==> src/rtl/sdhcal_daq_pkg.sv <==
// Shared SDHCAL DAQ definitions: default word width, FIFO read-mode codes and a
// constant-foldable clog2 for sizing pointers and counters.
package sdhcal_daq_pkg;

    localparam int unsigned DAQ_WORD_W = 16;

    localparam int unsigned FIFO_STD  = 0;
    localparam int unsigned FIFO_FWFT = 1;

    // Smallest n with 2**n >= value; clog2(1) = 0.
    function automatic int unsigned clog2(input int unsigned value);
        int unsigned res;
        res = 0;
        while ((32'd1 << res) < value) begin
            res = res + 1;
        end
        return res;
    endfunction

endpackage

==> src/rtl/scurve_fifo_ram.sv <==
// Simple dual-port storage for the S-curve FIFO: synchronous write, asynchronous read,
// so it maps onto distributed RAM and can feed the FWFT output path directly.
module scurve_fifo_ram
    import sdhcal_daq_pkg::*;
#(
    parameter int unsigned DATA_WIDTH = DAQ_WORD_W,
    parameter int unsigned DEPTH      = 16,
    localparam int unsigned AW        = clog2(DEPTH)
) (
    input  logic                  clk,
    input  logic                  we_i,
    input  logic [AW-1:0]         waddr_i,
    input  logic [DATA_WIDTH-1:0] wdata_i,
    input  logic [AW-1:0]         raddr_i,
    output logic [DATA_WIDTH-1:0] rdata_o
);

    logic [DATA_WIDTH-1:0] mem_q [DEPTH];

    always_ff @(posedge clk) begin
        if (we_i) begin
            mem_q[waddr_i] <= wdata_i;
        end
    end

    assign rdata_o = mem_q[raddr_i];

endmodule

==> src/rtl/scurve_sync_fifo.sv <==
// Single-clock FIFO between the S-curve packer and the readout arbiter, with
// standard or first-word-fall-through read mode and registered level flags.
module scurve_sync_fifo
    import sdhcal_daq_pkg::*;
#(
    parameter int unsigned DATA_WIDTH = DAQ_WORD_W,
    parameter int unsigned DEPTH      = 16,
    parameter int unsigned FWFT       = FIFO_STD,
    parameter int unsigned AF_LEVEL   = 14,
    parameter int unsigned AE_LEVEL   = 2,
    localparam int unsigned AW        = clog2(DEPTH),
    localparam int unsigned CW        = AW + 1
) (
    input  logic                  clk,
    input  logic                  rst,
    input  logic [DATA_WIDTH-1:0] din,
    input  logic                  wr_en,
    input  logic                  rd_en,
    output logic [DATA_WIDTH-1:0] dout,
    output logic                  valid,
    output logic                  full,
    output logic                  empty,
    output logic                  almost_full,
    output logic                  almost_empty,
    output logic [CW-1:0]         data_count,
    output logic                  overflow,
    output logic                  underflow
);

    logic [AW-1:0]         wr_ptr_q, wr_ptr_d;
    logic [AW-1:0]         rd_ptr_q, rd_ptr_d;
    logic [CW-1:0]         count_q, count_d;
    logic                  full_q, empty_q, af_q, ae_q;
    logic                  ovf_q, unf_q;
    logic                  rd_accept, wr_accept;
    logic [DATA_WIDTH-1:0] rdata;

    // A read frees a slot in the same cycle, so a full FIFO still accepts a paired write.
    always_comb begin
        rd_accept = rd_en & ~empty_q;
        wr_accept = wr_en & (~full_q | rd_accept);
        wr_ptr_d  = wr_ptr_q;
        rd_ptr_d  = rd_ptr_q;
        count_d   = count_q;
        if (wr_accept) begin
            wr_ptr_d = wr_ptr_q + AW'(1);
        end
        if (rd_accept) begin
            rd_ptr_d = rd_ptr_q + AW'(1);
        end
        if (wr_accept && !rd_accept) begin
            count_d = count_q + CW'(1);
        end else if (rd_accept && !wr_accept) begin
            count_d = count_q - CW'(1);
        end
    end

    always_ff @(posedge clk or posedge rst) begin
        if (rst) begin
            wr_ptr_q <= '0;
            rd_ptr_q <= '0;
            count_q  <= '0;
            full_q   <= 1'b0;
            empty_q  <= 1'b1;
            af_q     <= 1'b0;
            ae_q     <= 1'b1;
            ovf_q    <= 1'b0;
            unf_q    <= 1'b0;
        end else begin
            wr_ptr_q <= wr_ptr_d;
            rd_ptr_q <= rd_ptr_d;
            count_q  <= count_d;
            full_q   <= (count_d == CW'(DEPTH));
            empty_q  <= (count_d == '0);
            af_q     <= (count_d >= CW'(AF_LEVEL));
            ae_q     <= (count_d <= CW'(AE_LEVEL));
            ovf_q    <= wr_en & ~wr_accept;
            unf_q    <= rd_en & ~rd_accept;
        end
    end

    scurve_fifo_ram #(
        .DATA_WIDTH (DATA_WIDTH),
        .DEPTH      (DEPTH)
    ) u_ram (
        .clk     (clk),
        .we_i    (wr_accept),
        .waddr_i (wr_ptr_q),
        .wdata_i (din),
        .raddr_i (rd_ptr_q),
        .rdata_o (rdata)
    );

    generate
        if (FWFT == FIFO_FWFT) begin : g_fwft
            // Head word is shown while non-empty; masked to zero so reset dout is clean.
            assign dout  = empty_q ? '0 : rdata;
            assign valid = ~empty_q;
        end else begin : g_std
            logic [DATA_WIDTH-1:0] dout_q;
            logic                  valid_q;

            always_ff @(posedge clk or posedge rst) begin
                if (rst) begin
                    dout_q  <= '0;
                    valid_q <= 1'b0;
                end else begin
                    valid_q <= rd_accept;
                    if (rd_accept) begin
                        dout_q <= rdata;
                    end
                end
            end

            assign dout  = dout_q;
            assign valid = valid_q;
        end
    endgenerate

    assign full         = full_q;
    assign empty        = empty_q;
    assign almost_full  = af_q;
    assign almost_empty = ae_q;
    assign data_count   = count_q;
    assign overflow     = ovf_q;
    assign underflow    = unf_q;

endmodule

==> config.mk <==
export PLATFORM = sky130hd
export DESIGN_NAME = scurve_sync_fifo
export DESIGN_NICKNAME = d
export VERILOG_FILES = /design/src/rtl/sdhcal_daq_pkg.sv /design/src/rtl/scurve_fifo_ram.sv /design/src/rtl/scurve_sync_fifo.sv
export SDC_FILE = /design/constraint.sdc
export NUM_CORES = 1
export LEC_CHECK = 0
export ABC_AREA = 1
export CORE_MARGIN = 2
export CORE_UTILIZATION = 53
export CTS_BUF_LIST = sky130_fd_sc_hd__clkbuf_4 sky130_fd_sc_hd__clkbuf_8
export DETAILED_ROUTE_END_ITERATION = 10
export PLACE_DENSITY_LB_ADDON = 0.25
export RECOVER_POWER = 100
export SLEW_MARGIN = 20
export SYNTH_ARGS = -nofsm -noshare
export SYNTH_HDL_FRONTEND = slang
export SYNTH_SLANG_ARGS = --single-unit
==> constraint.sdc <==
create_clock -name clk -period 2.7 [get_ports clk]
set_clock_uncertainty 0.05 [all_clocks]
set_input_delay 0.54 -clock clk [delete_from_list [all_inputs] [get_ports clk]]
set_output_delay 0.54 -clock clk [all_outputs]
set_load 0.02 [all_outputs]
==> results of run 1 <==
area by class of cell:
cell class / count / area (um^2)
flip-flops and latches: 292 / 8590
clock inverters: 12 / 51.3
clock buffers: 74 / 881
well taps: 280 / 350
multi-input cells: 643 / 2860
inverters: 23 / 87.6
repair buffers: 100 / 822
fillers: 1759 / 8240
stage by stage:
stage          hold WS [ns]  setup WS [ns]  utilization, %  area [um^2]  power (mW)
2_1_floorplan         0.462          0.391               -        11900        9.22
3_3_place_gp          0.414          0.256            58.7        12800        10.9
3_5_place_dp          0.416          0.197            58.7        12800        11.0
4_1_cts               0.277          0.329            63.0        13800        14.7
5_1_grt               0.449          0.175            62.3        13600        15.3
6_report              0.418          0.263            62.3        13600        14.5
logic make-up (layout without fill, tap and decap cells):
logic type,after synthesis,count (layout),synth area share (%)
AO/OA/AOI/OAI,82,82,4.14
buffers and inverters,76,209,3.30
adder cells (fa/ha/maj),7,7,0.739
flip-flops,292,292,72.5
AND/OR/NAND/NOR,544,544,18.6
XOR/XNOR,10,10,0.739
power by group:
part	switching [mW]	total (mW)	internal (mW)
Clock	1.66	3.72	2.06
Sequential	0.372	5.92	5.55
Combinational	3.33	4.85	1.52
Total	5.36	14.5	9.14
registers in the layout, indices dropped and copies added (netlist names):
name	count
u_ram.mem_q	256
almost_full	1
valid	1
empty	1
rd_ptr_q	4
wr_ptr_q	4
dout	16
data_count	5
almost_empty	1
full	1
overflow	1
underflow	1
worst max path at each step:
stage | startpoint | endpoint | cells past startpoint
3_5_place_dp | rd_en | u_ram.mem_q[15][1] | 6
6_report | rd_en | u_ram.mem_q[15][1] | 6
3_3_place_gp | rd_en | u_ram.mem_q[15][1] | 6
5_1_grt | rd_en | u_ram.mem_q[0][15] | 6
4_1_cts | empty | empty | 1
2_1_floorplan | rd_en | u_ram.mem_q[11][0] | 5
worst register-to-register path, cell delays in order (launching register included):
cell      delay (ns)
dfstp_1         0.41
clkinv_1        0.06
nand2_1         0.05
a21oi_1         0.55
nand2_1         0.33
nor2_1          0.26
buf_4           0.29
placed cells by master (no fill, tap or decap), types with 16 or more instances in the layout:
cell type	synthesis	final
a21oi_1	23	24
buf_4	10	26
clkbuf_1	10	19
clkbuf_4	0	22
clkbuf_8	0	52
dfrtp_1	34	33
dlygate4sd3_1	0	46
edfxtp_1	256	256
inv_1	16	16
nand2_1	366	366
nand3_1	115	116
nor2_1	55	53
o21ai_0	24	25
synthesized netlist by cell type, types with 2 or more instances:
| cell type | instances | share of area (%) |
|---|---|---|
| a21boi_0 | 11 | 0.70 |
| a21oi_1 | 23 | 0.97 |
| buf_1 | 3 | 0.095 |
| buf_2 | 25 | 1.1 |
| buf_4 | 10 | 0.63 |
| buf_6 | 5 | 0.47 |
| clkbuf_1 | 10 | 0.32 |
| dfrtp_1 | 34 | 7.2 |
| dfstp_2 | 2 | 0.44 |
| edfxtp_1 | 256 | 65 |
| ha_1 | 7 | 0.74 |
| inv_1 | 16 | 0.51 |
| inv_2 | 6 | 0.19 |
| nand2_1 | 366 | 12 |
| nand3_1 | 115 | 4.9 |
| nor2_1 | 55 | 1.7 |
| nor2_2 | 3 | 0.16 |
| nor3_1 | 3 | 0.13 |
| o211ai_1 | 11 | 0.70 |
| o21ai_0 | 24 | 1.0 |
| o22ai_1 | 11 | 0.58 |
| xor2_1 | 10 | 0.74 |
metal layers:
layer,global-route usage [%],up-vias,share of wire (%)
li1,-,3693,-
met1,32.9,3741,41
met2,40.0,331,48
met3,5.16,58,7.6
met4,8.52,0,2.8
met5,0,-,0
==> flow_summary.ini, run 1 <==
[worst_setup_path]
r2r_setup_slack_ns = 0.39
path_class = primary input to flop
max_stage_delay_ns = 0.57
critPathLaunchType = primary input
critPathMostFrequentCell = nand2_1
worst_r2r_endpoint = u_ram.mem_q[15][1]
r2r_start = empty
worst-r2r-cell-count = 6
critPathBufInv = 2
required_ns = 2.89
critPathCaptureType = flop
crit_family = buffers and inverters
crit_slowest_cell = dlygate4sd3_1
worst-path-max-fanout = 11
crit_path_cell_trace = dlygate4sd3_1 -> nand2_1 -> a21oi_1 -> nand2_1 -> nor2_1 -> buf_4
cp.arrival_ns = 2.63

[yosys]
synthDistinctLibCells = 27
netlist_instances = 1011
ys.flop_type = edfxtp_1
synth.ff_latch_count = 292
synth_seq_area_share_pct = 72.5
ys_async_sr_fraction_pct = 12.3
synth_edf_count = 256
syn_area_um2 = 11900
syn_nets = 1038
ys_warn_count = 0
avgSynthCellArea_um2 = 11.7

[sta]
finalMaxSlewViolations = 0
setup_tns_ns = 0
hold_viol_final = 0
slew_headroom_pct = 22.6
fmax_mhz = 410
fin_crit_ns = 2.44
setup_viol_count_final = 0
fin_crit_sh_pct = 90.3
rsz0062_at_grt = no
worst_pin_slew_ns = 1.16

[die]
die_h_um = 154
rows = 54
fp.coreArea_um2 = 21900
pin_count = 48
die_area_um2 = 23600
initial_utilization_pct = 54.1
fp.dieW_um = 154

[drt]
drt_iter0_markers = 786
drc = 0
antenna_left = 0
num_vias = 7823
routed_via_density = 5.49
dr.pass1.iters = 5
post_drt_wl_per_cell_um = 20.0
wirelength_um = 28500

[place]
dp_hpwl_um = 18100
port_buffers = 47
place.gp.congestion = 0.851
dpl.cell_count = 1338

[cells_and_area]
diodes = 0
fin_nets = 1134
layoutNonFillerInstCount = 1424
drive_above_1_share_pct = 10.9
area.growth.synth_to_final_pct = 15.1

[clock_tree]
clkTransAtPathRegs_ns = 0.06
root_buffer = clkbuf_8
cts_hold_buf = 0
clkLatencyLatePin_ns = 0.56
cts_buffers = 47
tritoncts = built
cts_setup_buffers = 0
htreeDepth = 2
clock_sinks = 292
clk_path_buf_depth = 3
cts_resized = 0

[hold_path]
hold_path.class = primary input to async pin

[run]
max-cap-violations = 0

[power_and_ir_drop]
ir_worst_vdd_uv = 584
power_density_nw_per_um2 = 1060
p_leak_nw = 5.27

[global_routing]
grt_pass1_vias = 7849
grt_max_degree = 130
grt_pass1_wl_um = 43900
grt_usage_pct = 24.5
grt_overflow = 0
antenna_found_initial = 0

[run_status]
status = completed
(Power assumes the default switching activity.)
==> inputs of run 2 (changes only) <==
PLACE_DENSITY = 0.71   (was default)
PLACE_DENSITY_LB_ADDON = default   (was 0.25)
==> run 2 against run 1 <==
Clock power up 5.6%. Die area unchanged. Sequential power about the same. Core utilization up 0.33 points. Combinational power about the same. Clock-buffer cell count down 7. Critical path depth unchanged. Via count up 0.13%. Cell area up 0.52%. Register-to-register slack about the same. Critical path type unchanged. Critical endpoint is now u_ram.mem_q[8][14]. Largest power group unchanged.
==> flow_summary.ini, run 2 (same netlist as run 1, synthesis figures left out) <==
[global_routing]
grt_max_degree = 130
grt_pass1_wl_um = 43200
grt_usage_pct = 23.8
antenna_found_initial = 0
grt_pass1_vias = 7735
grt_overflow = 0

[clock_tree]
cts_setup_buffers = 0
htreeDepth = 2
cts_resized = 0
root_buffer = clkbuf_8
tritoncts = built
clkTransAtPathRegs_ns = 0.06
clk_path_buf_depth = 3
cts_hold_buf = 0
clock_sinks = 292
clkLatencyLatePin_ns = 0.55
cts_buffers = 46

[power_and_ir_drop]
power.switching_mw = 5.36
combPwrFrac_pct = 32.8
power_density_nw_per_um2 = 1070
switching_share_pct = 36.5
clkPwrFrac_pct = 26.7
p_int_mw = 9.33
p_seq_share_pct = 40.4
p_leak_nw = 5.27
ir_worst_vdd_uv = 855

[drt]
antenna_left = 0
wirelength_um = 27600
num_vias = 7833
dr.pass1.iters = 5
routed_via_density = 5.51
drt_iter0_markers = 830
post_drt_wl_per_cell_um = 19.4
drc = 0

[cells_and_area]
largest_reg_flops = 256
layoutNonFillerInstCount = 1421
fin_nets = 1130
area.growth.synth_to_final_pct = 15.7
layout_commonest_cell = nand2_1
n_fill_cell = 1762
diodes = 0
top_register = u_ram.mem_q
final_cell_mix = nand2_1 (366), edfxtp_1 (256), nand3_1 (116)
drive_above_1_share_pct = 10.9

[place]
dp_slack_ns = 0.235
place.gp.congestion = 0.883
dpl.cell_count = 1335
port_buffers = 47
dp_hpwl_um = 17200

[die]
pin_count = 48
fp.dieW_um = 154
fp.coreArea_um2 = 21900
die_area_um2 = 23600
die_h_um = 154
rows = 54
initial_utilization_pct = 54.1

[sta]
worst_pin_slew_ns = 1.10
fin_crit_sh_pct = 91.0
setup_viol_count_final = 0
hold_viol_final = 0
setup_slack_ns = 0.243
slew_headroom_pct = 26.8
fmax_mhz = 407
finalMaxSlewViolations = 0
fin_crit_ns = 2.46
setup_tns_ns = 0
rsz0062_at_grt = no

[worst_setup_path]
critPathLaunchType = primary input
critPathBufInv = 3
worst-path-max-fanout = 11
path_class = primary input to flop
crit_path_cell_trace = dlygate4sd3_1 -> inv_1 -> a21oi_1 -> nand2_1 -> nor2_1 -> clkbuf_2
cp.arrival_ns = 2.61
crit_family = buffers and inverters
required_ns = 2.86
crit_slowest_cell = dlygate4sd3_1
critPathCaptureType = flop
max_stage_delay_ns = 0.60

[hold_path]
hold_path.class = primary input to async pin

[run_status]
status = completed

[run]
max-cap-violations = 0
## run 2: changes by cell type in the layout (fill, tap and decap cells not counted), sizes merged
cell and delta:
inv +2, clkinv +1, clkdlybuf4s50 -1, clkbuf -10, bufinv +3, clkinvlp +1
dlygate4sd3 +1
## run 2: final timing paths
path | start | to | slack (ns) | depth (start not counted)
min in group clk | dout[1] | dout[1] | 0.42 | 2
min | rst | dout[14] | 0.41 | 2
max in group asynchronous | rst | almost_empty | 1.59 | 3
max | wr_en | u_ram.mem_q[8][14] | 0.24 | 6
max reg2reg | empty | u_ram.mem_q[8][14] | 0.39 | 6
min reg2reg | dout[1] | dout[1] | 0.42 | 2
## run 2: power by group through the flow
stage               logic, mW  registers (mW)  clock network, mW
floorplan                3.16            6.06                  0
global placement         4.86            6.02                  0
detailed placement       4.92            6.02                  0
CTS                      4.95            5.94               3.99
global route             5.37            6.00               4.20
finish                   4.82            5.94               3.93
## run 2: worst register-to-register path, delay by kind of cell, from the launching register on
kind | cells | cell delay (ns)
buffers and inverters | 2 | 0.38
AOI/OAI and AO/OA | 1 | 0.53
DFF | 1 | 0.40
and+or+nand+nor | 3 | 0.61
## run 2: routing by layer
| metal | vias up | share of wire (%) | track usage [%] |
|---|---|---|---|
| met1 | 3750 | 42 | 32.8 |
| met5 | - | 0 | 0 |
| met2 | 336 | 47 | 37.7 |
| li1 | 3680 | - | - |
| met4 | 0 | 4.0 | 11.0 |
| met3 | 67 | 6.8 | 3.86 |
## run 2: cell type report
type / instances / area, um^2 / area share (%)
Clock buffer: 67 / 822 / 5.99
Clock inverter: 19 / 169 / 1.23
Inverter: 23 / 87.6 / 0.638
Multi-Input combinational cell: 643 / 2880 / 21.0
Sequential cell: 292 / 8590 / 62.7
Tap cell: 280 / 350 / 2.55
Timing Repair Buffer: 97 / 820 / 5.97
## run 2: per-stage QoR
step	power [mW]	hold slack [ns]	area (um^2)	utilization, %
after floorplan	9.22	0.462	11900	-
after global placement	10.9	0.419	12800	58.7
after detailed placement	10.9	0.417	12800	58.7
after CTS	14.9	0.264	13800	63.2
after global routing	15.6	0.455	13700	62.7
final	14.7	0.408	13700	62.7
